===== src/rtl/uart_tx_pkg.sv =====
// Shared definitions for the UART transmitter.
// Contents:
//   state_t  - frame FSM state encoding (3 bits)
//   TXD_IDLE - line level while no frame is being sent
package uart_tx_pkg;

    typedef enum logic [2:0] {
        IDLE   = 3'd0,
        START  = 3'd1,
        DATA   = 3'd2,
        PARITY = 3'd3,
        STOP   = 3'd4
    } state_t;

    localparam logic TXD_IDLE = 1'b1;

endpackage


===== src/rtl/uart_bit_timer.sv =====
// Bit-period timer for the UART transmitter.
// Ports:
//   Clk      - system clock, rising edge
//   reset    - synchronous, active-high
//   clear    - holds the counter at zero (used while the line is idle)
//   bit_tick - high during the last cycle of each bit period
module uart_bit_timer #(
    parameter int CLKS_PER_BIT = 4
) (
    input  logic Clk,
    input  logic reset,
    input  logic clear,
    output logic bit_tick
);

    localparam int CW = $clog2(CLKS_PER_BIT + 1);
    localparam logic [CW-1:0] LAST = CW'(CLKS_PER_BIT - 1);

    logic [CW-1:0] cnt;

    // Decoded from the counter register; the FSM consumes it on the same edge
    // the counter wraps, so every bit lasts exactly CLKS_PER_BIT cycles.
    assign bit_tick = (cnt == LAST);

    always_ff @(posedge Clk) begin
        if (reset || clear || bit_tick)
            cnt <= '0;
        else
            cnt <= cnt + CW'(1);
    end

endmodule


===== src/rtl/uart_tx_sync.sv =====
// UART-style serial transmitter: start bit, DATA_BITS data bits LSB first,
// optional even parity, stop bit. Idle line is high.
// Ports:
//   Clk      - system clock, rising edge
//   reset    - synchronous, active-high
//   tx_start - send request, accepted only while idle
//   tx_data  - payload, captured on the accepting edge
//   TxD      - serial line (registered)
//   tx_busy  - frame in progress (registered)
//   tx_done  - one-cycle pulse after the stop bit (registered)
module uart_tx_sync
    import uart_tx_pkg::*;
#(
    parameter int CLKS_PER_BIT = 4,
    parameter int DATA_BITS    = 8,
    parameter int PARITY_EN    = 0
) (
    input  logic                 Clk,
    input  logic                 reset,
    input  logic                 tx_start,
    input  logic [DATA_BITS-1:0] tx_data,
    output logic                 TxD,
    output logic                 tx_busy,
    output logic                 tx_done
);

    localparam int BW = $clog2(DATA_BITS + 1);
    localparam logic [BW-1:0] LAST_BIT = BW'(DATA_BITS - 1);

    state_t               state;
    logic [BW-1:0]        bit_cnt;
    logic [DATA_BITS-1:0] shreg;
    logic [DATA_BITS-1:0] shreg_nxt;
    logic                 parity;
    logic                 bit_tick;
    logic                 timer_clear;

    // Timer is parked at zero while idle so the start bit gets a full period
    // counted from the accepting edge.
    assign timer_clear = (state == IDLE);
    assign shreg_nxt   = shreg >> 1;

    uart_bit_timer #(
        .CLKS_PER_BIT(CLKS_PER_BIT)
    ) u_timer (
        .Clk     (Clk),
        .reset   (reset),
        .clear   (timer_clear),
        .bit_tick(bit_tick)
    );

    // TxD is registered, so each transition loads the level of the bit that
    // starts on that edge rather than the one that is ending.
    always_ff @(posedge Clk) begin
        if (reset) begin
            state   <= IDLE;
            TxD     <= TXD_IDLE;
            tx_busy <= 1'b0;
            tx_done <= 1'b0;
            bit_cnt <= '0;
            shreg   <= '0;
            parity  <= 1'b0;
        end else begin
            tx_done <= 1'b0;
            case (state)
                IDLE: begin
                    TxD <= TXD_IDLE;
                    if (tx_start) begin
                        shreg   <= tx_data;
                        parity  <= ^tx_data;
                        bit_cnt <= '0;
                        state   <= START;
                        TxD     <= 1'b0;
                        tx_busy <= 1'b1;
                    end
                end
                START: begin
                    if (bit_tick) begin
                        state <= DATA;
                        TxD   <= shreg[0];
                    end
                end
                DATA: begin
                    if (bit_tick) begin
                        if (bit_cnt == LAST_BIT) begin
                            bit_cnt <= '0;
                            if (PARITY_EN != 0) begin
                                state <= PARITY;
                                TxD   <= parity;
                            end else begin
                                state <= STOP;
                                TxD   <= TXD_IDLE;
                            end
                        end else begin
                            bit_cnt <= bit_cnt + BW'(1);
                            shreg   <= shreg_nxt;
                            TxD     <= shreg_nxt[0];
                        end
                    end
                end
                PARITY: begin
                    if (bit_tick) begin
                        state <= STOP;
                        TxD   <= TXD_IDLE;
                    end
                end
                STOP: begin
                    if (bit_tick) begin
                        state   <= IDLE;
                        TxD     <= TXD_IDLE;
                        tx_busy <= 1'b0;
                        tx_done <= 1'b1;
                    end
                end
                default: begin
                    state   <= IDLE;
                    TxD     <= TXD_IDLE;
                    tx_busy <= 1'b0;
                end
            endcase
        end
    end

endmodule


===== config.mk =====
export PLATFORM = sky130hd
export DESIGN_NAME = uart_tx_sync
export DESIGN_NICKNAME = d
export VERILOG_FILES = /design/src/rtl/uart_tx_pkg.sv /design/src/rtl/uart_bit_timer.sv /design/src/rtl/uart_tx_sync.sv
export SDC_FILE = /design/constraint.sdc
export NUM_CORES = 1
export LEC_CHECK = 0
export CAP_MARGIN = 25
export CORE_AREA = 2 2 48 50
export DETAILED_ROUTE_END_ITERATION = 8
export DIE_AREA = 0 0 50 52
export HOLD_SLACK_MARGIN = 0.05
export PLACE_DENSITY = 0.76
export SYNTH_ARGS = -nofsm -noshare
export SYNTH_HDL_FRONTEND = slang
export SYNTH_SLANG_ARGS = --single-unit

===== constraint.sdc =====
create_clock -name Clk -period 5.3 [get_ports Clk]
set_input_delay 1.59 -clock Clk [delete_from_list [all_inputs] [get_ports Clk]]
set_output_delay 1.59 -clock Clk [all_outputs]
set_load 0.03 [all_outputs]

# Yosys cells after proc, flatten, opt, wreduce, memory -nomap -nowiden

Index checks and enable logic that the tools add are counted.

Bits in registers: 21
Input bits: 11
Bits in read-only memories: 0
Memories kept: 0
Bits in latches: 0
Output and inout port bits: 3
RAM bits: 0
Logic and storage cells: 62

Add/sub/neg operators: 2
Reductions and logical operators: 12
Equal/unequal tests: 14
$mul: 0
Shift-type cells: 0
Muxes and demuxes: 25
$lt $le $gt $ge: 0
Div/mod/pow operators: 0
Bitwise operators: 2

Operator list:

| kind                                                   | number |
|---|---|
| 2-to-1 mux 8 bit                                       | 3 |
| 2-to-1 mux 3 bit                                       | 6 |
| one-hot mux 8 bit (2 select lines)                     | 1 |
| one-hot mux 3 bit (5 select lines)                     | 1 |
| 2-to-1 mux 4 bit                                       | 3 |
| inequality test 2 x 1 -> 1 bit (second input constant) | 5 |
| equality test 3 x 2 -> 1 bit (second input constant)   | 3 |
| AND reduction 3 bit                                    | 3 |
| 2-to-1 mux 1 bit                                       | 8 |
| one-hot mux 4 bit (2 select lines)                     | 1 |
| inequality test 2 bit (second input constant)          | 3 |
| AND reduction 6 bit                                    | 1 |
| adder 4 x 1 -> 4 bit (second input constant)           | 1 |
| equality test 4 x 3 -> 1 bit (second input constant)   | 1 |
| one-hot mux 1 bit (4 select lines)                     | 1 |
| AND reduction 4 bit                                    | 1 |
| OR reduction 2 bit                                     | 2 |
| adder 3 x 1 -> 3 bit (second input constant)           | 1 |
| equality test 3 x 1 -> 1 bit (second input constant)   | 1 |
| equality test 3 bit (second input constant)            | 1 |
| zero test 3 bit                                        | 1 |
| one-hot mux 1 bit (3 select lines)                     | 1 |
| OR reduction 3 bit                                     | 1 |
| logical OR 1 bit                                       | 2 |
| 2 further kinds                                        | 3 |

# Depth between registers and ports, before layout

Gate-level depths: netlist of run 1.

Word-level depth: 4
Gate-level depth with buffers: 8
Gate-level depth less buffers: 6

# Hierarchy

A second synthesis of run 1 with hierarchy kept.

Cells, all modules: 131
Area total of the unflattened synthesis: 1133.6 sq um

Modules (own cells, without submodules):

| module         | instances | area each (sq um) | seq. area each (sq um) | cells each |
|---|---|---|---|---|
| uart_tx_sync   | 1         | 1017.2            | 360.3                  | 122 |
| uart_bit_timer | 1         | 116.4             | 60.1                   | 9 |

# Least setup slack after synthesis of run 1

No wires, ideal clock.

Path kind: input to register
Start point: input tx_start
End point: register shreg[2]
Data arrival time: 2.481 ns
Path buffers: 1
Stages on the path: 5
Slack: 2.740 ns
Data required time: 5.221 ns
Library setup time: 0.079 ns
Cell sequence: nand2b_1 -> a221oi_4 -> buf_6 -> nor2_2 -> a211oi_2

Word-level cells in the longest chain between the ends: 2

Ends and longest elaborated chain:

| what                                   | line               | text |
|---|---|---|
| start, declared                        | uart_tx_sync.sv:20 | `input logic tx_start,` |
| inequality test 2 bit (no source line) | -                  |  |
| AND reduction 4 bit (no source line)   | -                  |  |
| end signal, assigned                   | uart_tx_sync.sv:69 | `shreg <= tx_data;` |
| end signal, assigned                   | uart_tx_sync.sv:96 | `shreg <= shreg_nxt;` |
| end, declared                          | uart_tx_sync.sv:32 | `logic [DATA_BITS-1:0] shreg;` |

Every way passes these cells.
A chain may end at the register's enable or synchronous reset.

# Worst setup path after layout of run 1

Start point: input tx_start
End point: register shreg[7]

Same word-level chain as after synthesis.

==> results of run 1 <==
## kinds of logic (layout without fill, tap and decap cells)
family                   count (synthesis)  in the layout
flip-flops                              21             21
adder cells (fa/ha/maj)                  3              3
AND/OR/NAND/NOR                         47             47
buffers and inverters                   10             19
multiplexers                             8              8
XOR/XNOR                                 1              1
AO/OA/AOI/OAI                           25             25
## cells in the mapped netlist
| master | number |
|---|---|
| clkbuf_2 | 1 |
| buf_2 | 1 |
| mux2_2 | 1 |
| or3b_1 | 1 |
| nand4b_1 | 1 |
| xnor2_1 | 1 |
| nand3b_1 | 2 |
| a211oi_1 | 5 |
| o32a_1 | 1 |
| o21ai_0 | 2 |
| nand3_2 | 1 |
| nand2_1 | 3 |
| ha_1 | 3 |
| nand3_1 | 4 |
| a221oi_4 | 1 |
| a21oi_1 | 6 |
| nor3b_1 | 2 |
| nor3_1 | 2 |
| buf_4 | 2 |
| and3b_1 | 1 |
| clkbuf_1 | 2 |
| mux2i_1 | 7 |
| nor2_1 | 18 |
| o22ai_1 | 1 |
| o21a_1 | 2 |
| buf_6 | 2 |
| or2_4 | 1 |
| a21bo_2 | 1 |
| dfxtp_1 | 21 |
| o221ai_1 | 1 |
| a211oi_2 | 2 |
| nor2_2 | 2 |
| nand2b_1 | 7 |
| inv_1 | 2 |
| nor2_4 | 1 |
| nand2_2 | 1 |
| a2bb2oi_1 | 1 |
| a21oi_2 | 2 |
## flip-flops by register name (all words and copies together) (netlist names)
name and cells:
TxD 1, tx_done 1, bit_cnt 4, tx_busy 1
u_timer.cnt 3, state 3, shreg 8
## per-layer routing
metal / vias to the layer above / track usage, % / routed length, um
li1: 425 / - / -
met1: 380 / 18.0 / 876
met2: 15 / 27.4 / 896
met3: 4 / 2.59 / 51
met4: 0 / 9.72 / 48
met5: - / 0 / 0
## per-stage QoR
step | setup slack (ps) | power [W] | area, sq um | utilization [%] | hold WS (ps)
after global routing | 2170 | 0.000316 | 1210 | 57.5 | 467
after global placement | 2000 | 0.000225 | 1180 | 56.2 | 409
final | 2290 | 0.000303 | 1210 | 57.5 | 430
after CTS | 2270 | 0.000302 | 1210 | 57.5 | 437
after floorplan | 2740 | 0.000211 | 1070 | - | 399
after detailed placement | 1950 | 0.000226 | 1180 | 56.2 | 421
## cell type report
cell class	count	area, sq um	share of cell area [%]
clock buffer	4	26.3	2.17
inverter	2	7.51	0.620
multi-input combinational	84	591	48.8
sequential	21	420	34.7
tap	28	35.0	2.90
timing repair buffer	13	130	10.8
## layout by cell type, fill, tap and decap left out, types with 3 or more instances in the layout
master           synthesis  layout
mux2i_1                  7       7
clkbuf_4                 0       3
nand2_1                  3       3
ha_1                     3       3
dfxtp_1                 21      21
clkdlybuf4s50_1          0      13
a211oi_1                 5       5
nand2b_1                 7       7
nand3_1                  4       4
nor2_1                  18      18
a21oi_1                  6       6
## worst max path at each step
| stage | start | to | slack [ps] | cells after the start |
|---|---|---|---|---|
| floorplan | tx_start | shreg[2] | 2740 | 5 |
| global placement | tx_start | shreg[7] | 2000 | 5 |
| detailed placement | tx_start | shreg[5] | 1950 | 5 |
| CTS | tx_start | shreg[7] | 2270 | 5 |
| global route | tx_start | shreg[4] | 2170 | 5 |
| finish | tx_start | shreg[7] | 2290 | 5 |
## worst max-delay path: stages
cell             delay (ps)
clkdlybuf4s50_1         480
nand2b_1                150
a221oi_4                700
nand2b_1                210
a21oi_2                  50
## report_power, final
part           switching, W  total [W]  internal [W]  leakage (nW)
registers        0.00000649   0.000174      0.000167         0.172
clock network     0.0000516  0.0000810     0.0000294        0.0150
logic             0.0000235  0.0000487     0.0000252         0.278
total             0.0000815   0.000303      0.000222         0.465
==> metrics.csv, run 1 <==
stage;metric;value;unit
placement;hpwlAfterDp;1330;um
setup_path;r2r_end;shreg[7];
cts;htree_levels;1;
logic_synthesis;syn_area_per_cell;9.34;sq um
global_routing;grt_pass1_vias;755;
die;core_area;2110;sq um
detailed_routing;drt_first_pass_iters;4;
logic_synthesis;synthCells;115;
cts;postCtsSetupBuffers;0;
cts;root_buffer;clkbuf_4;
power_and_ir_drop;vdd_drop_max;0.157;mV
setup_path;r2r_cells;6;
logic_synthesis;synthesis.nets;129;
cts;cts_buffer_depth;2;
global_routing;grt-ovfl-total;0;
setup_path;reg2reg_from;u_timer.cnt[0];
detailed_routing;wl;1870;um
logic_synthesis;synth_top_cell_by_area;dfxtp_1;
global_routing;grt_first_pass_wirelength;3110;um
run_status;status;finished, final reports clean;
sta;worst_pin_slew;854;ps
logic_synthesis;ys_warn_count;0;
logic_synthesis;synth_top_area_share;39.2;%
placement;dp.cells;148;
detailed_routing;drt_iter0_markers;11;
detailed_routing;wl_per_cell;12.3;um
logic_synthesis;synth_seq_cells;21;
logic_synthesis;synthTopCellsByArea;dfxtp_1 39%, mux2i_1 6.5%, nor2_1 6.3%, nand2b_1 4.1%, a211oi_1 3.5%;
final_layout;drive_above_1_share;12.9;%
die;dieArea;2600;sq um
setup_path;critPathMaxFanout;16;
setup_path;cp-start-kind;input port;
detailed_routing;ant_nets;0;
min_path;min_path_type;reg2reg;
min_path;worstHoldEndpoint;u_timer.cnt[0];
final_layout;area_delta_synth_final;12.7;%
placement;port_buffers;13;
final_layout;final_cell_count_no_fill;152;
logic_synthesis;seq_area_frac_synth;39.2;%
final_layout;nFillCells;188;
flow_run;drv_cap;0;
min_path;worstHoldPathCells;1;
setup_path;worstSetupPathType;in2reg;
min_path;hp-start;u_timer.cnt[0];
logic_synthesis;netlist_area;1070;sq um
cts;post_cts_resized;0;
die;die_h;52;um
sta;period_minus_slack;3010;ps
cts;cts.sinks;21;
setup_path;cp-end-kind;flop;
final_layout;diodes;0;
logic_synthesis;synth-adder-area-share;3.50;%
cts;tritoncts;done;
logic_synthesis;ys_types;38;
sta;max_freq;332;MHz
sta;slew_headroom;42.9;%
power_and_ir_drop;p_leak;0.465;nW
final_layout;nets;139;
die;start_util;51.0;%
die;die_x;50;um
logic_synthesis;yosys.area_share.simple;24.0;%
cts;cts.reportedPaths.clkPinSlew;110;ps
logic_synthesis;synthMuxAreaShare;7.58;%
logic_synthesis;synth_compound_area_share;19.1;%
setup_path;cp.required;5470;ps
sta;fin_setup_tns;0;ps
detailed_routing;drc;0;
die;io_pins;14;
setup_path;r2r_slack;3200;ps
power_and_ir_drop;p_per_area;251;nW/um^2
cts;cts_made_buffers;3;
placement;gp_congestion;0.808;
cts;ctsHoldBuffers;0;
global_routing;grtUsageTotal;15.8;%
detailed_routing;num_vias;824;
detailed_routing;viasPerCell;5.42;
sta;finalSetupViolations;0;
logic_synthesis;synth-xor-area-share;0.816;%
setup_path;arrival;3180;ps
sta;rsz0062_at_grt;no;
die;rows;17;
sta;slew_viol_final;0;
global_routing;antenna_found_initial;0;
sta;fin_crit_sh;56.8;%
logic_synthesis;synth_top_family_by_area;simple AND/OR/NAND/NOR gates;
sta;hold_viol_final;0;
cts;insertion_delay;310;ps
global_routing;grt_max_degree;23;
sta;skew;9.79;ps
Power figures use the tool's default switching activity.
==> run 2, diff against run 1 <==
CORE_AREA = 2 2 51 53   (was 2 2 48 50)
DIE_AREA = 0 0 53 55   (was 0 0 50 52)
PLACE_DENSITY = 0.71   (was 0.76)
clock period = 2.45 ns   (was 5.3 ns; I/O delays follow)
==> run 2 against run 1 <==
Compared with the run above:
- non-clock buffer count rose by 3
- critical path depth fell by 4
- sequential power rose by 120%
- clock skew fell by 6.2 ps
- die area rose by 12%
- final area rose by 2.2%
- critical endpoint is now tx_busy
- global-route usage fell by 0.66 points
- clock power rose by 120%
- worst hold slack improved by 20 ps
- power rose by 120%
- routed wire length fell by 1.2%
==> metrics.csv, run 2 (synthesized netlist as in run 1, its figures left out) <==
stage;metric;value;unit;change
global_routing;grt-ovfl-total;0;;unchanged
setup_path;critPathMaxStageDelay;680;ps;was 700 ps
setup_path;cp_num_cells;1;;was 5
setup_path;arrival;1370;ps;was 3180 ps
global_routing;met1_usage;18.9;%;was 18.0%
power_and_ir_drop;internal_power;0.000481;W;was 0.000222 W
run_status;status;finished, final reports clean;;unchanged
detailed_routing;num_vias;818;;was 824
cts;cts.reportedPaths.clkPinSlew;120;ps;was 110 ps
sta;fin_crit_sh;85.8;%;
power_and_ir_drop;vdd_drop_max;0.285;mV;was 0.157 mV
detailed_routing;ant_nets;0;;unchanged
power_and_ir_drop;power_switching;0.000183;W;was 0.0000815 W
power_and_ir_drop;p_per_area;537;nW/um^2;was 251 nW/um^2
sta;period_minus_slack;2100;ps;
final_layout;final_cell_count_no_fill;157;;was 152
placement;hpwlAfterDp;1360;um;was 1330 um
final_layout;top_regs;shreg x8, bit_cnt x4;;unchanged
die;die_h;55;um;was 52 um
setup_path;crit_buf_inv;1;;unchanged
sta;rsz0062_at_grt;no;;unchanged
die;die_x;53;um;was 50 um
final_layout;nets;142;;was 139
die;rows;18;;was 17
global_routing;grt_pass1_vias;743;;was 755
global_routing;antenna_found_initial;0;;unchanged
power_and_ir_drop;p_leak;0.482;nW;was 0.465 nW
setup_path;path_delay_family;buffers and inverters;;was compound AO/OA/AOI/OAI gates
sta;fin_setup_tns;0;ps;unchanged
final_layout;area_delta_synth_final;15.2;%;was 12.7%
placement;gp_congestion;0.778;;was 0.808
detailed_routing;wl;1850;um;was 1870 um
detailed_routing;viasPerCell;5.21;;was 5.42
cts;ctsHoldBuffers;0;;unchanged
setup_path;cp-end-kind;output port;;was flop
detailed_routing;drc;0;;unchanged
global_routing;grt_max_degree;17;;was 23
setup_path;r2r_cells;7;;was 6
cts;postCtsSetupBuffers;0;;unchanged
final_layout;top_register;shreg;;unchanged
placement;dp.cells;153;;was 148
detailed_routing;drt_first_pass_iters;4;;unchanged
final_layout;drive_above_1_share;15.7;%;was 12.9%
sta;worst_pin_slew;552;ps;was 854 ps
detailed_routing;drt_iter0_markers;6;;was 11
power_and_ir_drop;share_comb_of_total_power;16.6;%;was 16.1%
final_layout;final_common_cell;dfxtp_1;;unchanged
min_path;worstHoldPathCells;1;;unchanged
global_routing;busiest_layer;met2;;unchanged
die;core_area;2360;sq um;was 2110 sq um
die;dieArea;2920;sq um;was 2600 sq um
final_layout;diodes;0;;unchanged
detailed_routing;wl_per_cell;11.8;um;was 12.3 um
sta;hold_viol_final;0;;unchanged
setup_path;path_cells;clkdlybuf4s50_1;;was clkdlybuf4s50_1 -> nand2b_1 -> a221oi_4 -> nand2b_1 -> a21oi_2
setup_path;cp_slowest_cell;clkdlybuf4s50_1;;was a221oi_4
setup_path;critPathMaxFanout;3;;was 16
cts;tritoncts;done;;unchanged
setup_path;cp-start-kind;flop;;was input port
global_routing;met2_usage;25.2;%;was 27.4%
sta;finalSetupViolations;0;;unchanged
power_and_ir_drop;netSwitchingFraction;27.5;%;was 26.9%
cts;root_buffer;clkbuf_4;;unchanged
power_and_ir_drop;power;0.000663;W;was 0.000303 W
cts;cts_made_buffers;3;;unchanged
global_routing;use_met3;2.42;%;was 2.59%
sta;fin_hold_ws;450;ps;was 430 ps
setup_path;worstSetupPathType;reg2out;;was in2reg
sta;max_freq;476;MHz;
placement;port_buffers;13;;unchanged
cts;cts_buffer_depth;2;;unchanged
min_path;min_path_type;reg2reg;;unchanged
sta;slew_headroom;63.2;%;was 42.9%
die;start_util;45.4;%;was 51.0%
final_layout;mostFrequentLayoutCells;21 x dfxtp_1, 18 x nor2_1, 13 x clkdlybuf4s50_1;;unchanged
power_and_ir_drop;seqPwrFrac;56.6;%;was 57.2%
global_routing;grtUsageTotal;15.1;%;was 15.8%
power_and_ir_drop;clkPwrFrac;26.8;%;was 26.7%
cts;cts.sinks;21;;unchanged
final_layout;largest_reg_flops;8;;unchanged
cts;htree_levels;1;;unchanged
sta;slew_viol_final;0;;unchanged
cts;insertion_delay;320;ps;was 310 ps
die;io_pins;14;;unchanged
flow_run;drv_cap;0;;unchanged
cts;post_cts_resized;0;;unchanged
sta;skew;3.64;ps;was 9.79 ps
setup_path;r2r_slack;550;ps;was 3200 ps
setup_path;cp.required;1710;ps;was 5470 ps
global_routing;grt_first_pass_wirelength;3180;um;was 3110 um
[run 2: changes by cell type in the layout (fill, tap and decap cells not counted), sizes merged]
cell and change:
clkbuf -1, buf +3, clkinv +1
[run 2: worst register-to-register path, cell delays in order, from the launching register on]
cell,delay (ps)
dfxtp_1,360
ha_1,160
ha_1,340
nand2_2,150
a221oi_4,300
buf_4,250
nor2_1,60
a211oi_1,200
[run 2: worst paths after layout]
path | startpoint | end
setup / recovery | tx_busy | tx_busy
hold / removal | u_timer.cnt[0] | u_timer.cnt[0]
setup reg to reg | u_timer.cnt[0] | shreg[0]
hold reg to reg | u_timer.cnt[0] | u_timer.cnt[0]
[run 2: per-layer routing]
| metal | vias to the layer above | wire length [um] |
|---|---|---|
| met5 | - | 0 |
| met4 | 0 | 48 |
| met3 | 5 | 57 |
| met2 | 14 | 845 |
| met1 | 370 | 900 |
| li1 | 429 | - |
[run 2: power groups by stage]
stage / registers [W] / clock network, W / logic (W)
after floorplan: 0.000385 / 0 / 0.0000719
after global placement: 0.000382 / 0 / 0.000109
after detailed placement: 0.000384 / 0 / 0.000111
after CTS: 0.000376 / 0.000183 / 0.000111
after global routing: 0.000378 / 0.000193 / 0.000122
final: 0.000376 / 0.000178 / 0.000110
[run 2: stage by stage]
step,worst slack (ps),cell area [sq um],util (%)
after floorplan,745,1070,-
after global placement,235,1210,51.1
after detailed placement,179,1210,51.1
after CTS,343,1240,52.3
after global routing,315,1240,52.3
final,348,1240,52.3
[run 2: layout make-up]
cell class / count / area [sq um]
Clock inverter: 1 / 5.00
Tap cell: 30 / 37.5
Fill cell: 226 / 1130
Multi-Input combinational cell: 84 / 591
Timing Repair Buffer: 16 / 153
Clock buffer: 3 / 22.5
Sequential cell: 21 / 420
Inverter: 2 / 7.51
